[src/rtl/stream_in_fifo.sv]
// rtl/stream_in_fifo.sv - first-word-fall-through elastic buffer ahead of the sample stream consumer
//
// Purpose:
//   Accepts words from a producer over a valid/ready handshake and presents
//   them, oldest first, to the consumer. Reports current occupancy and the
//   highest occupancy seen since reset.
//
// Ports:
//   clk              rising-edge clock
//   reset_n          synchronous active-low reset
//   up_valid         producer offers up_data
//   up_ready         FIFO can accept a word this cycle
//   up_data          producer word
//   stream_in_valid  head word present on stream_in_data
//   stream_in_ready  consumer takes the head word
//   stream_in_data   head word (first-word-fall-through)
//   level            current occupancy, 0..DEPTH
//   high_water       maximum occupancy since reset
module stream_in_fifo #(
  parameter int DATA_WIDTH = 8,
  parameter int DEPTH      = 4
) (
  input  logic                    clk,
  input  logic                    reset_n,
  input  logic                    up_valid,
  output logic                    up_ready,
  input  logic [DATA_WIDTH-1:0]   up_data,
  output logic                    stream_in_valid,
  input  logic                    stream_in_ready,
  output logic [DATA_WIDTH-1:0]   stream_in_data,
  output logic [$clog2(DEPTH):0]  level,
  output logic [$clog2(DEPTH):0]  high_water
);

  localparam int AW = $clog2(DEPTH);
  localparam logic [AW:0]   FULL_LEVEL = (AW + 1)'(DEPTH);
  localparam logic [AW:0]   LEVEL_ONE  = (AW + 1)'(1);
  localparam logic [AW-1:0] PTR_ONE    = AW'(1);

  logic [DATA_WIDTH-1:0] mem [DEPTH];
  logic [AW-1:0]         wr_ptr;
  logic [AW-1:0]         rd_ptr;
  logic [AW:0]           level_q;
  logic [AW:0]           high_water_q;
  logic [AW:0]           level_next;
  logic                  push;
  logic                  pop;

  // Handshake flags come only from the registered level, so there is no
  // combinational path between the two sides of the buffer. When full,
  // a same-cycle pop does not open up_ready.
  assign up_ready        = (level_q != FULL_LEVEL);
  assign stream_in_valid = (level_q != '0);

  assign push = up_valid & up_ready;
  assign pop  = stream_in_valid & stream_in_ready;

  assign stream_in_data = mem[rd_ptr];
  assign level          = level_q;
  assign high_water     = high_water_q;

  always_comb begin
    level_next = level_q;
    case ({push, pop})
      2'b10:   level_next = level_q + LEVEL_ONE;
      2'b01:   level_next = level_q - LEVEL_ONE;
      default: level_next = level_q;
    endcase
  end

  // Storage is deliberately left out of reset; only pointers and counters clear.
  always_ff @(posedge clk) begin
    if (reset_n && push) begin
      mem[wr_ptr] <= up_data;
    end
  end

  // DEPTH is a power of two, so pointer increments wrap on their own.
  always_ff @(posedge clk) begin
    if (!reset_n) begin
      wr_ptr       <= '0;
      rd_ptr       <= '0;
      level_q      <= '0;
      high_water_q <= '0;
    end else begin
      if (push) begin
        wr_ptr <= wr_ptr + PTR_ONE;
      end
      if (pop) begin
        rd_ptr <= rd_ptr + PTR_ONE;
      end
      level_q <= level_next;
      if (level_next > high_water_q) begin
        high_water_q <= level_next;
      end
    end
  end

endmodule

[config.mk]
export PLATFORM = sky130hd
export DESIGN_NAME = stream_in_fifo
export DESIGN_NICKNAME = d
export VERILOG_FILES = /design/src/rtl/stream_in_fifo.sv
export SDC_FILE = /design/constraint.sdc
export NUM_CORES = 1
export LEC_CHECK = 0
export CELL_PAD_IN_SITES_DETAIL_PLACEMENT = 0
export CELL_PAD_IN_SITES_GLOBAL_PLACEMENT = 1
export CORE_ASPECT_RATIO = 2
export CORE_MARGIN = 2
export CORE_UTILIZATION = 40
export CTS_CLUSTER_DIAMETER = 30
export DETAILED_ROUTE_END_ITERATION = 16
export PLACE_DENSITY_LB_ADDON = 0.1
export SLEW_MARGIN = 20
export SYNTH_ARGS = -nofsm -noshare
export SYNTH_HDL_FRONTEND = slang
export SYNTH_SLANG_ARGS = --single-unit
[constraint.sdc]
create_clock -name clk -period 3.2 [get_ports clk]
set_clock_uncertainty 0.1 [all_clocks]
set_input_delay 0.48 -clock clk [delete_from_list [all_inputs] [get_ports clk]]
set_output_delay 0.48 -clock clk [all_outputs]
set_load 0.01 [all_outputs]
==> reports/metrics.yaml <==
ir_drop_uv: 577
die_w_um: 51.9
met1_usage_pct: 13.8
worst_pin_slew_ns: 0.538
antenna_left: 0
viasPerCell: 5.04
num_io_pins: 28
cts_root_buf: "clkbuf_8"
busiest_layer: "met2"
first_pass_iters: 2
combPwrFrac_pct: 40.6
cap_violations: 0
synthesis.nets: 134
antenna_found_initial: 0
worst-path-buf-inv: 1
slew_headroom_pct: 64.1
cts_tree: "yes"
crit_path_top_delay_cell: "fa_1"
cts_setup_buffers: 0
hp-class: "reg2reg"
drt_iter0_drc: 16
die_area_um2: 5170
synth_area_um2: 1830
finalWirelength_mm: 3.38
htree_levels: 2
hold_viol: 0
status: "finished clean"
fin_setup_tns_ns: 0
crit_family: "adder cells"
layout-drive-gt1-share_pct: 22.8
grtUsageMet2_pct: 28.4
crit_path_end_kind: "flop"
yosysWarnings: 0
remaining_drc_errors: 0
clkTransAtPathRegs_ns: 0.08
postSynthRegisterBits: 44
cts_buffers: 5
setup_viol: 0
num_rows: 34
met3_usage_pct: 4.35
dpl.hpwl_mm: 2.57
fp.coreArea_um2: 4380
post-route-period-util_pct: 94.5
crit_chain: "or3b_1 -> and2_4 -> clkinv_2 -> ha_1 -> fa_1 -> mux2_2 -> ha_1 -> a21o_1 -> o21a_1 -> a211oi_1"
crit_path_start_kind: "flop"
worstPathRequired_ns: 3.31
grt_max_degree: 16
grt_setup_unrepaired: "no"
die_y_um: 99.7
power_density_nw_per_um2: 882
ys_seq_area_share_pct: 65.6
grt_pass1_vias: 1113
start_util_pct: 41.8
grt_pass1_wl_mm: 5.46
avgSynthCellArea_um2: 16.2
slowest_delay_ns: 0.43
clk_latency_ns: 0.29
antenna_cells: 0
wl_per_cell_um: 16.6
synth_cell_types: 31
syn2layout_area_growth_pct: 26.1
cp.arrival_ns: 3.13
cts_sinks: 44
clock_path_buffers: 2
netSwitchingFraction_pct: 31.1
p_leak_nw: 0.821
worst_hold_slack_ns: 0.393
final_nets: 169
p_seq_share_pct: 38.4
io_buffer_count: 27
p_int_w: 0.00140
track_usage_pct: 15.2
p_sw_w: 0.000634
vias: 1024
syn_inst: 113
fmax_ghz: 0.331
min_period_ns: 3.02
slew_violations: 0
cp_common_cell: "ha_1"
cp_max_fo: 6
p_clk_share_pct: 21.1
gp_congestion: 0.681
grt-ovfl-total: 0
critPathKind: "reg2reg"
## worst min-delay path: cells and delay by family (launching register included)
| family | cells | cell delay [ns] |
|---|---|---|
| AOI/OAI and AO/OA | 1 | 0.06 |
| and+or+nand+nor | 1 | 0.06 |
| DFF | 1 | 0.33 |
## layer usage
metal / wire length [um] / vias up
met3: 153 / 6
met2: 2050 / 28
met1: 1110 / 504
met5: 0 / -
met4: 59 / 0
li1: - / 486
## layout make-up
class | count | area [um2]
Fill cell | 383 | 2070
Clock buffer | 6 | 82.6
Clock inverter | 2 | 33.8
Tap cell | 54 | 67.6
Timing Repair Buffer | 32 | 308
Inverter | 8 | 31.3
Multi-Input combinational cell | 57 | 582
Sequential cell | 44 | 1200
## state kept, by name, summed over array words and instances, names as in the netlist, named ones only
| name | count |
|---|---|
| mem | 32 |
| high_water | 3 |
| level | 3 |
| rd_ptr | 2 |
| wr_ptr | 2 |
## through the flow
step	setup WS [ns]	total power [W]	cell area [um2]	instances	util [%]
floorplan	0.141	0.00127	1830	113	-
global placement	-0.0794	0.00159	2180	195	49.8
global route	0.0117	0.00217	2310	203	52.7
finish	0.177	0.00204	2310	203	52.7
CTS	0.101	0.00204	2300	203	52.5
detailed placement	-0.176	0.00160	2180	195	49.8
## final timing paths
check / from / endpoint / slack (ns) / depth (start not counted)
max: level[1] / high_water[2] / 0.18 / 10
min: high_water[1] / high_water[1] / 0.39 / 2
max reg2reg: level[1] / high_water[2] / 0.18 / 10
min reg2reg: high_water[1] / high_water[1] / 0.39 / 2
## power by group through the flow
stage	clock, W	combinational (W)	sequential [W]
final	0.000429	0.000826	0.000781
after global routing	0.000464	0.000904	0.000801
after CTS	0.000444	0.000810	0.000784
after detailed placement	0	0.000804	0.000796
after global placement	0	0.000794	0.000794
after floorplan	0	0.000511	0.000759
## what timing repair did
item                                   4_1_cts  5_1_grt
endpoints found under the hold margin        0        0
hold buffers                                 0        0
setup endpoints to repair                    0        3
resized for setup                            0        4
## cells by family (layout without fill, tap and decap cells)
| logic type | count (synthesis) | count (layout) | share of synthesized area, % |
|---|---|---|---|
| flops | 44 | 44 | 65.6 |
| simple gates | 22 | 22 | 7.04 |
| buf+inv | 12 | 48 | 3.00 |
| compound gates | 11 | 11 | 4.51 |
| fa+ha+maj | 9 | 9 | 6.56 |
| mux | 9 | 9 | 10.5 |
| xor+xnor | 6 | 6 | 2.87 |
## Yosys cell counts
library cell | n | share of area (%)
o21a_1 | 1 | 0.41
mux2_2 | 1 | 0.61
a211oi_1 | 1 | 0.41
a21o_1 | 1 | 0.41
ha_1 | 8 | 5.5
o31a_2 | 1 | 0.55
or3_2 | 1 | 0.41
and3_2 | 4 | 1.6
or3b_1 | 1 | 0.48
a21boi_2 | 1 | 0.61
nor2b_1 | 1 | 0.34
fa_1 | 1 | 1.1
dfxtp_1 | 12 | 13
and2_1 | 6 | 2.0
o211ai_1 | 2 | 0.82
inv_1 | 7 | 1.4
buf_1 | 1 | 0.20
xor2_1 | 1 | 0.48
o21ai_0 | 2 | 0.55
nor2_1 | 3 | 0.61
o31ai_1 | 1 | 0.41
clkbuf_1 | 1 | 0.20
nand2_1 | 5 | 1.0
xnor2_1 | 5 | 2.4
buf_2 | 1 | 0.27
mux4_2 | 8 | 9.8
a31oi_1 | 1 | 0.34
and2_4 | 1 | 0.48
buf_6 | 1 | 0.61
clkinv_2 | 1 | 0.27
edfxtp_1 | 32 | 52
## cells in the final DEF, fill, tap and decap left out, drive strengths merged
cell and count:
or3b 1, nor2 3, o31ai 1, and3 4, a21boi 1, ha 8, bufinv 1, fa 1
nor2b 1, a211oi 1, a31oi 1, clkdlybuf4s50 27, edfxtp 32, inv 7, xor2 1, a21o 1
o21ai 2, xnor2 5, or3 1, buf 5, dfxtp 12, clkinv 2, nand2 5, o31a 1
mux4 8, clkbuf 6, and2 7, mux2 1, o211ai 2, o21a 1
No activity file was read; power rests on OpenSTA's default activity.
